[config.mk]
export PLATFORM = sky130hd
export DESIGN_NAME = spi_slave_sync
export DESIGN_NICKNAME = d
export VERILOG_FILES = /design/src/rtl/spi_slave_sync.sv
export SDC_FILE = /design/constraint.sdc
export NUM_CORES = 1
export LEC_CHECK = 0
export CORE_ASPECT_RATIO = 0.75
export CORE_MARGIN = 3
export CORE_UTILIZATION = 35
export DETAILED_ROUTE_END_ITERATION = 6
export SLEW_MARGIN = 5
export SYNTH_ARGS = -nofsm -noshare
export SYNTH_HDL_FRONTEND = slang
export SYNTH_SLANG_ARGS = --single-unit
[constraint.sdc]
create_clock -name clk -period 3.65 [get_ports clk]
set_input_delay 1.095 -clock clk [delete_from_list [all_inputs] [get_ports clk]]
set_output_delay 1.095 -clock clk [all_outputs]
set_load 0.005 [all_outputs]
[src/rtl/spi_slave_sync.sv]
// SPI slave running entirely in the clk domain: master pins are oversampled,
// and one m-bit word is exchanged per LOAD-low frame, MSB first.
module spi_slave_sync #(
  parameter int m = 15
) (
  input  logic         clk,
  input  logic         RESET,
  input  logic         LOAD,
  input  logic         SCLK,
  input  logic         MOSI,
  output logic         MISO,
  input  logic [m-1:0] STX_DAT,
  input  logic         tx_we,
  output logic         tx_busy,
  output logic [m-1:0] SRX_DAT,
  output logic         rx_vld,
  output logic         frame_err,
  output logic [m-1:0] sr_STX,
  output logic [m-1:0] sr_SRX,
  output logic [7:0]   cb_bit
);

  localparam logic [0:0] IDLE  = 1'b0;
  localparam logic [0:0] SHIFT = 1'b1;
  localparam logic [7:0] M_BITS  = 8'(m);
  localparam logic [7:0] CB_SAT  = 8'(m + 1);

  logic [2:0]   load_sync_q, load_sync_d;
  logic [2:0]   sclk_sync_q, sclk_sync_d;
  logic [1:0]   mosi_sync_q, mosi_sync_d;
  logic [0:0]   state_q, state_d;
  logic [m-1:0] tx_buf_q, tx_buf_d;
  logic [m-1:0] sr_stx_q, sr_stx_d;
  logic [m-1:0] sr_srx_q, sr_srx_d;
  logic [m-1:0] srx_dat_q, srx_dat_d;
  logic [7:0]   cb_bit_q, cb_bit_d;
  logic         miso_q, miso_d;
  logic         rx_vld_q, rx_vld_d;
  logic         frame_err_q, frame_err_d;

  logic load_rise, load_fall, sclk_rise, sclk_fall, mosi_bit;

  // Edges compare stage 2 against stage 3, so their effect lands on the third clk.
  assign load_rise = load_sync_q[1] & ~load_sync_q[2];
  assign load_fall = ~load_sync_q[1] & load_sync_q[2];
  assign sclk_rise = sclk_sync_q[1] & ~sclk_sync_q[2];
  assign sclk_fall = ~sclk_sync_q[1] & sclk_sync_q[2];
  assign mosi_bit  = mosi_sync_q[1];

  always_comb begin
    load_sync_d = {load_sync_q[1:0], LOAD};
    sclk_sync_d = {sclk_sync_q[1:0], SCLK};
    mosi_sync_d = {mosi_sync_q[0], MOSI};
    state_d     = state_q;
    tx_buf_d    = tx_we ? STX_DAT : tx_buf_q;
    sr_stx_d    = sr_stx_q;
    sr_srx_d    = sr_srx_q;
    srx_dat_d   = srx_dat_q;
    cb_bit_d    = cb_bit_q;
    miso_d      = miso_q;
    rx_vld_d    = 1'b0;
    frame_err_d = 1'b0;

    case (state_q)
      IDLE: begin
        miso_d = 1'b0;
        // tx_buf_d already carries a same-cycle write, giving the bypass.
        if (load_fall) begin
          sr_stx_d = tx_buf_d;
          miso_d   = tx_buf_d[m-1];
          cb_bit_d = 8'd0;
          sr_srx_d = '0;
          state_d  = SHIFT;
        end
      end
      SHIFT: begin
        if (load_rise) begin
          if (cb_bit_q == M_BITS) begin
            srx_dat_d = sr_srx_q;
            rx_vld_d  = 1'b1;
          end else begin
            frame_err_d = 1'b1;
          end
          miso_d  = 1'b0;
          state_d = IDLE;
        end else if (sclk_rise) begin
          sr_srx_d = {sr_srx_q[m-2:0], mosi_bit};
          if (cb_bit_q < CB_SAT) begin
            cb_bit_d = cb_bit_q + 8'd1;
          end
        end else if (sclk_fall && (cb_bit_q >= 8'd1) && (cb_bit_q < M_BITS)) begin
          sr_stx_d = {sr_stx_q[m-2:0], 1'b0};
          miso_d   = sr_stx_q[m-2];
        end
      end
      default: state_d = IDLE;
    endcase
  end

  always_ff @(posedge clk or posedge RESET) begin
    if (RESET) begin
      load_sync_q <= '0;
      sclk_sync_q <= '0;
      mosi_sync_q <= '0;
      state_q     <= IDLE;
      tx_buf_q    <= '0;
      sr_stx_q    <= '0;
      sr_srx_q    <= '0;
      srx_dat_q   <= '0;
      cb_bit_q    <= '0;
      miso_q      <= 1'b0;
      rx_vld_q    <= 1'b0;
      frame_err_q <= 1'b0;
    end else begin
      load_sync_q <= load_sync_d;
      sclk_sync_q <= sclk_sync_d;
      mosi_sync_q <= mosi_sync_d;
      state_q     <= state_d;
      tx_buf_q    <= tx_buf_d;
      sr_stx_q    <= sr_stx_d;
      sr_srx_q    <= sr_srx_d;
      srx_dat_q   <= srx_dat_d;
      cb_bit_q    <= cb_bit_d;
      miso_q      <= miso_d;
      rx_vld_q    <= rx_vld_d;
      frame_err_q <= frame_err_d;
    end
  end

  assign MISO      = miso_q;
  assign tx_busy   = (state_q == SHIFT);
  assign SRX_DAT   = srx_dat_q;
  assign rx_vld    = rx_vld_q;
  assign frame_err = frame_err_q;
  assign sr_STX    = sr_stx_q;
  assign sr_SRX    = sr_srx_q;
  assign cb_bit    = cb_bit_q;

endmodule

# After elaboration in Yosys (flattened, before gate mapping)
# Cells that the tools add are included.
dict set report word_totals {
  ff_bits 80
  output_inout_bits 57
}
dict set report op_classes {
  bitwise 9
  n_addsub 1
  eq_ne 9
  reduce_logical 7
  n_lt_le_gt_ge 3
  muxes 29
}
# operator n
set op_table {}
lappend op_table {{15-bit two-way mux} 8}
lappend op_table {{15-bit case mux with 2 select lines} 2}
lappend op_table {{8-bit two-way mux} 4}
lappend op_table {{8-bit case mux with 2 select lines} 1}
lappend op_table {{1-bit two-way mux} 12}
lappend op_table {{8-bit by 1-bit adder with 8-bit output, second input constant} 1}
lappend op_table {{8-bit by 4-bit equality test with 1-bit output, second input constant} 1}
lappend op_table {{8-bit by 1-bit greater-or-equal comparator with 1-bit output, second input constant} 1}
lappend op_table {{8-bit by 4-bit < comparator with 1-bit output, second input constant} 1}
lappend op_table {{8-bit by 5-bit < comparator with 1-bit output, second input constant} 1}
lappend op_table {{4-bit AND reduction} 2}
lappend op_table {{2-bit by 1-bit inequality test with 1-bit output, second input constant} 3}
lappend op_table {{2-bit inequality test, second input constant} 3}
lappend op_table {{3-bit AND reduction} 2}
lappend op_table {{1-bit inverter} 5}
lappend op_table {{1-bit AND} 4}
lappend op_table {{1-bit case mux with 2 select lines} 2}
lappend op_table {{3-bit by 1-bit inequality test with 1-bit output, second input constant} 1}
lappend op_table {{3-bit inequality test, second input constant} 1}
lappend op_table {{1-bit logical AND} 2}
lappend op_table {{2-bit AND reduction} 1}

# Longest topological paths before layout
# Gate-level depths: netlist of run 1.
dict set report depth {
  depth_word 8
  mapped_depth 8
}

# Least setup slack after synthesis of run 1
# No wires, ideal clock.
dict set report synth_timing {
  kind {input-to-reg}
  startpoint {in tx_we}
  endpoint {reg sr_stx_q[10] (netlist: sr_STX[10])}
  n_path_buf 2
  t_arrival_ns 2.240
  stages 5
  setup_slack_ns 1.269
  path_cell_list {clkbuf_1 -> clkbuf_1 -> mux2_2 -> mux2i_1 -> o22ai_1}
}
dict set report synth_via {
  elab_chain_len 3
}
# item line
set synth_rtl {}
lappend synth_rtl {{start: declaration} 13} ;# input logic tx_we,
lappend synth_rtl {{15-bit two-way mux} 55} ;# tx_buf_d = tx_we ? STX_DAT : tx_buf_q;
lappend synth_rtl {{via tx_buf_d[10]} 32} ;# logic [m-1:0] tx_buf_q, tx_buf_d;
lappend synth_rtl {{15-bit two-way mux} 68} ;# if (load_fall) begin
lappend synth_rtl {{15-bit case mux with 2 select lines} 64} ;# case (state_q)
lappend synth_rtl {{end signal: assignment} 120} ;# sr_stx_q <= sr_stx_d;
lappend synth_rtl {{end: declaration} 33} ;# logic [m-1:0] sr_stx_q, sr_stx_d;
# The timed path passes the listed nets, and every way through them passes these cells. The select of a mux whose other input is x is not followed.
# A chain may end at the register's enable or synchronous reset.

# Worst setup path in the final report of run 1
dict set report layout_timing {
  startpoint {in tx_we}
  endpoint {reg sr_stx_q[7] (netlist: sr_STX[7])}
}
# The elaborated chain is that of the path after synthesis.

==> impl_metrics.env, run 1 <==
export IMPL_status="finished clean"
export IMPL_synth_compound_area_frac=0.0868
export IMPL_clk_pin_slew_ps=60
export IMPL_cpMaxStageDelayCell="clkdlybuf4s50_1"
export IMPL_muxShareOfSynthArea=0.148
export IMPL_holdBufCountCts=0
export IMPL_clock_path_buffers=2
export IMPL_finalWirelength_um=7210
export IMPL_synthTopCellsByArea="dfrtp_1 (62%), mux2_2 (10%), nand2_1 (5.7%), mux2i_1 (4.3%), o22ai_1 (2.7%)"
export IMPL_grt_max_degree=49
export IMPL_syn_to_final_growth_pct=35.9
export IMPL_vias=2270
export IMPL_dieArea_um2=10400
export IMPL_min_period_ps=2560
export IMPL_row_count=29
export IMPL_wire_per_inst_um=15.8
export IMPL_cts_tree="done"
export IMPL_htree_levels=3
export IMPL_nNetsFinal=366
export IMPL_finalHoldViolations=0
export IMPL_powerDensity_nw_per_um2=543
export IMPL_seqPwrFrac=0.453
export IMPL_dieWidth_um=117
export IMPL_yosysUniqueCellTypes=32
export IMPL_synth_top_area_share=0.620
export IMPL_arrival_ps=2740
export IMPL_syn_cell_area_um2=3230
export IMPL_drt_first_pass_iters=4
export IMPL_crit_required_ps=3830
export IMPL_dieHeight_um=89.2
export IMPL_worstMarginPinSlew_ps=849
export IMPL_p_int_w=0.00176
export IMPL_multiInputGateArea_um2=1140
export IMPL_finalSetupViolations=0
export IMPL_hp_class="reg -> reg"
export IMPL_ant_nets=0
export IMPL_synth_top_area_cell="dfrtp_1"
export IMPL_antenna_found_initial=0
export IMPL_syn_avg_cell_area_um2=12.2
export IMPL_maxSlewHeadroom=0.432
export IMPL_most_common_layout_cells="dfrtp_1 (80), clkdlybuf4s50_1 (77), nand2_1 (49), mux2_2 (30), o21ai_0 (15)"
export IMPL_gp_congestion=0.708
export IMPL_overflow=0
export IMPL_synthCells=265
export IMPL_power_frac_clock=0.355
export IMPL_drv_slew=0
export IMPL_cp_num_buf_inv=1
export IMPL_post_dp_hpwl_um=4740
export IMPL_diodes=0
export IMPL_fmax_mhz=390
export IMPL_setup_tns_ps=0
export IMPL_endpoint_kind="flop"
export IMPL_maxCapViolCount=0
export IMPL_grt_pass1_wl_um=11600
export IMPL_fin_cells=455
export IMPL_worstSetupPathType="in -> reg"
export IMPL_viasPerCell=4.99
export IMPL_synthAdderAreaFrac=0.0116
export IMPL_ir_drop_mv=0.181
export IMPL_synth_xor_area_frac=0
export IMPL_critPathLaunchType="primary input"
export IMPL_cts_root_buffer="clkbuf_16"
export IMPL_grt_setup_unrepaired="false"
export IMPL_post_cts_buffers=0
export IMPL_grt_usage=0.144
export IMPL_fill_cells=793
export IMPL_switching_share=0.259
export IMPL_synth_top_family_by_area="multiplexers"
export IMPL_cts_sinks=80
export IMPL_async_flop_share=1.00
export IMPL_drt_iter0_markers=114
export IMPL_final_common_cell="dfrtp_1"
export IMPL_synthSimpleGateAreaFrac=0.105
export IMPL_finalPower_w=0.00238
export IMPL_clk_latency_ps=330
export IMPL_grt_pass1_vias=2306
export IMPL_finalCritPeriodShare=0.702
export IMPL_coreArea_um2=8710
export IMPL_ios=78
export IMPL_synth_seq_cells=80
export IMPL_path_cells="clkdlybuf4s50_1 > mux2_2 > mux2i_1 > o22ai_1"
export IMPL_io_buffers=77
export IMPL_syn_nets=289
export IMPL_synth_ff_type="dfrtp_1"
export IMPL_place_inst=439
export IMPL_path_max_fanout=15
export IMPL_regArea_um2=2000
export IMPL_ys_warn_count=0
export IMPL_route_detailed_drc=0
export IMPL_critPathTopFamily="buffers and inverters"
export IMPL_ys_seq_area_frac=0.620
export IMPL_p_sw_w=0.000617
export IMPL_combPwrFrac=0.192
export IMPL_cts_resized=0
export IMPL_cts_made_buffers=9
export IMPL_fin_skew_ps=6.00
export IMPL_synth_edf_count=0
export IMPL_drive_gt1_frac=0.161
export IMPL_max_stage_delay_ps=950
export IMPL_start_util=0.371
export IMPL_cellLeakagePower_nw=1.94
-- cell type report --
class,count,area share
Inverter,4,0.00371
Clock buffer,13,0.0593
Multi-Input combinational cell,167,0.260
Sequential cell,80,0.456
Tap cell,108,0.0308
Timing Repair Buffer,80,0.184
Clock inverter,3,0.00571
-- path summary, 6_finish.rpt --
| check | from | slack (ps) | depth (start not counted) | end |
|---|---|---|---|---|
| hold reg to reg | mosi_sync_q[0] | 350 | 0 | mosi_sync_q[1] |
| setup reg to reg | cb_bit[0] | 1110 | 7 | sr_STX[14] |
| setup / recovery | tx_we | 1090 | 4 | sr_STX[7] |
| min in group asynchronous | RESET | 1140 | 2 | mosi_sync_q[0] |
| max in group asynchronous | RESET | 1870 | 3 | sr_STX[1] |
| hold / removal | mosi_sync_q[0] | 350 | 0 | mosi_sync_q[1] |
-- cell families after synthesis --
kind of cell / after synthesis
DFF: 80
and+or+nand+nor: 74
AOI/OAI and AO/OA: 46
muxes: 44
buffers and inverters: 18
adders and majority gates: 3
-- sequential cells by signal, summed over array words and instances, names as in the netlist --
signal / count
load_sync_q: 3
MISO: 1
mosi_sync_q: 2
rx_vld: 1
SRX_DAT: 15
sr_STX: 15
tx_busy: 1
sr_SRX: 15
tx_buf_q: 15
cb_bit: 8
frame_err: 1
sclk_sync_q: 3
-- metrics by stage --
stage          cell area [µm²]  setup slack, ps  hold slack, ps   util
2_1_floorplan             3230              503             331      -
6_report                  4390             1090             350  0.504
3_3_place_gp              4100              786             335  0.471
4_1_cts                   4390             1110             353  0.504
3_5_place_dp              4100              778             339  0.471
5_1_grt                   4390              917             366  0.504
-- synth_stat cells, types with 2 or more instances --
cell / count
dfrtp_1: 80
nand2_1: 49
mux2_2: 30
o21ai_0: 15
mux2i_1: 14
o22ai_1: 14
clkbuf_1: 10
nor2_1: 6
a31oi_1: 5
a21oi_1: 4
and3_1: 4
ha_1: 3
inv_1: 3
nand2b_1: 3
nor4_1: 3
a41o_1: 2
and2_1: 2
buf_4: 2
buf_6: 2
o21ai_1: 2
-- power groups by stage --
stage	clock [W]	combinational, W	sequential [W]
floorplan	0	0.000206	0.00108
global placement	0	0.000452	0.00109
detailed placement	0	0.000462	0.00109
CTS	0.000870	0.000466	0.00108
global route	0.000909	0.000505	0.00109
finish	0.000845	0.000458	0.00108
-- per-layer routing --
layer	global-route usage	vias to the layer above	wire length [µm]
met3	0.0474	6	337
met5	0	-	0
met1	0.201	1126	3520
met2	0.220	53	3300
met4	0.0313	0	60
li1	-	1085	-
(Power assumes the default switching activity.)
==> run 2: changes to the inputs <==
- clock period: 3.65 -> 2.16 ns (I/O delays scaled with it)
==> impl_metrics.env, run 2 (synthesis results as in run 1) <==
export IMPL_row_count=29
export IMPL_multiInputGateArea_um2=1140
export IMPL_maxCapViolCount=0
export IMPL_cts_resized=0
export IMPL_post_dp_cell_area_um2=4200
export IMPL_finalPower_w=0.00415
export IMPL_ant_nets=0
export IMPL_fin_skew_ps=3.99
export IMPL_finalCritPeriodShare=0.930
export IMPL_crit_required_ps=2370
export IMPL_hp_class="reg -> reg"
export IMPL_cts_root_buffer="clkbuf_16"
export IMPL_route_detailed_drc=0
export IMPL_coreArea_um2=8710
export IMPL_drive_gt1_frac=0.193
export IMPL_gp_congestion=0.708
export IMPL_grt_pass1_wl_um=11900
export IMPL_critPathLaunchType="flop"
export IMPL_stdcell_area_um2=4500
export IMPL_cts_tree="done"
export IMPL_syn_to_final_growth_pct=39.4
export IMPL_overflow=0
export IMPL_min_period_ps=2010
export IMPL_post_cts_buffers=0
export IMPL_finalSetupViolations=0
export IMPL_ios=78
export IMPL_grt_pass1_vias=2337
export IMPL_drt_iter0_markers=152
export IMPL_wire_per_inst_um=15.1
export IMPL_fmax_mhz=498
export IMPL_status="finished clean"
export IMPL_endpoint_kind="flop"
export IMPL_vias=2267
export IMPL_grt_max_degree=53
export IMPL_diodes=0
export IMPL_cts_sinks=80
export IMPL_clk_pin_slew_ps=60
export IMPL_clock_path_buffers=2
export IMPL_fill_cells=757
export IMPL_maxSlewHeadroom=0.593
export IMPL_dieHeight_um=89.2
export IMPL_io_buffers=77
export IMPL_grt_setup_unrepaired="false"
export IMPL_drv_slew=0
export IMPL_start_util=0.371
export IMPL_path_max_fanout=15
export IMPL_ir_drop_mv=0.444
export IMPL_regArea_um2=2000
export IMPL_worstMarginPinSlew_ps=607
export IMPL_cellLeakagePower_nw=2.00
export IMPL_finalHoldViolations=0
export IMPL_viasPerCell=4.86
export IMPL_holdBufCountCts=0
export IMPL_antenna_found_initial=0
export IMPL_arrival_ps=2220
export IMPL_final_common_cell="dfrtp_1"
export IMPL_nNetsFinal=377
export IMPL_worstSetupPathType="reg -> reg"
export IMPL_setup_tns_ps=0
export IMPL_powerDensity_nw_per_um2=921
export IMPL_htree_levels=3
export IMPL_dieArea_um2=10400
export IMPL_drt_first_pass_iters=4
export IMPL_final_core_util=0.517
export IMPL_post_dp_hpwl_um=4880
export IMPL_most_common_layout_cells="dfrtp_1 (80), clkdlybuf4s50_1 (77), nand2_1 (49), mux2_2 (30), o21ai_0 (15)"
export IMPL_cts_made_buffers=9
export IMPL_finalWirelength_um=7060
export IMPL_dieWidth_um=117
export IMPL_grt_usage=0.148
export IMPL_clk_latency_ps=330
## run 2: cell type report
class	count	area share
Clock buffer	9	0.0500
Clock inverter	7	0.0172
Inverter	4	0.00417
Multi-Input combinational cell	167	0.254
Sequential cell	80	0.445
Tap cell	108	0.0300
Timing Repair Buffer	91	0.200
## run 2: path summary, 6_finish.rpt
kind,cells after the start,endpoint,slack [ps],start
worst max-delay path,8,sr_STX[0],150,cb_bit[0]
worst min-delay path,0,mosi_sync_q[1],350,mosi_sync_q[0]
worst max register to register,8,sr_STX[0],150,cb_bit[0]
worst min register to register,0,mosi_sync_q[1],350,mosi_sync_q[0]
max in group asynchronous,3,cb_bit[4],1100,RESET
min in group asynchronous,3,sr_SRX[10],750,RESET
## run 2: worst max-delay path, stage by stage (launching register included)
cell	delay (ps)
dfrtp_1	430
inv_1	100
ha_1	210
nor4b_1	150
buf_4	140
nor4_1	260
a31oi_1	120
buf_4	200
a22o_2	270
## run 2: layer usage
layer  global-route usage  vias up  part of all wire
met1                0.213     1100              0.49
met5                    0        -                 0
met4               0.0375        0            0.0092
li1                     -     1110                 -
met3               0.0453        5             0.054
met2                0.220       52              0.45
## run 2: through the flow
step                      setup slack (ps)  hold slack (ps)  instances
final                                  150              348        466
after global routing                  21.4              360        466
after CTS                              162              349        466
after detailed placement               101              335        450
after global placement                 129              335        450
after floorplan                        226              331        265
## run 2: power breakdown
part	internal (W)	leakage, nW	switching (W)
logic	0.000472	0.814	0.000323
clock network	0.000909	0.147	0.000623
registers	0.00168	1.04	0.000138
total	0.00306	2.00	0.00108
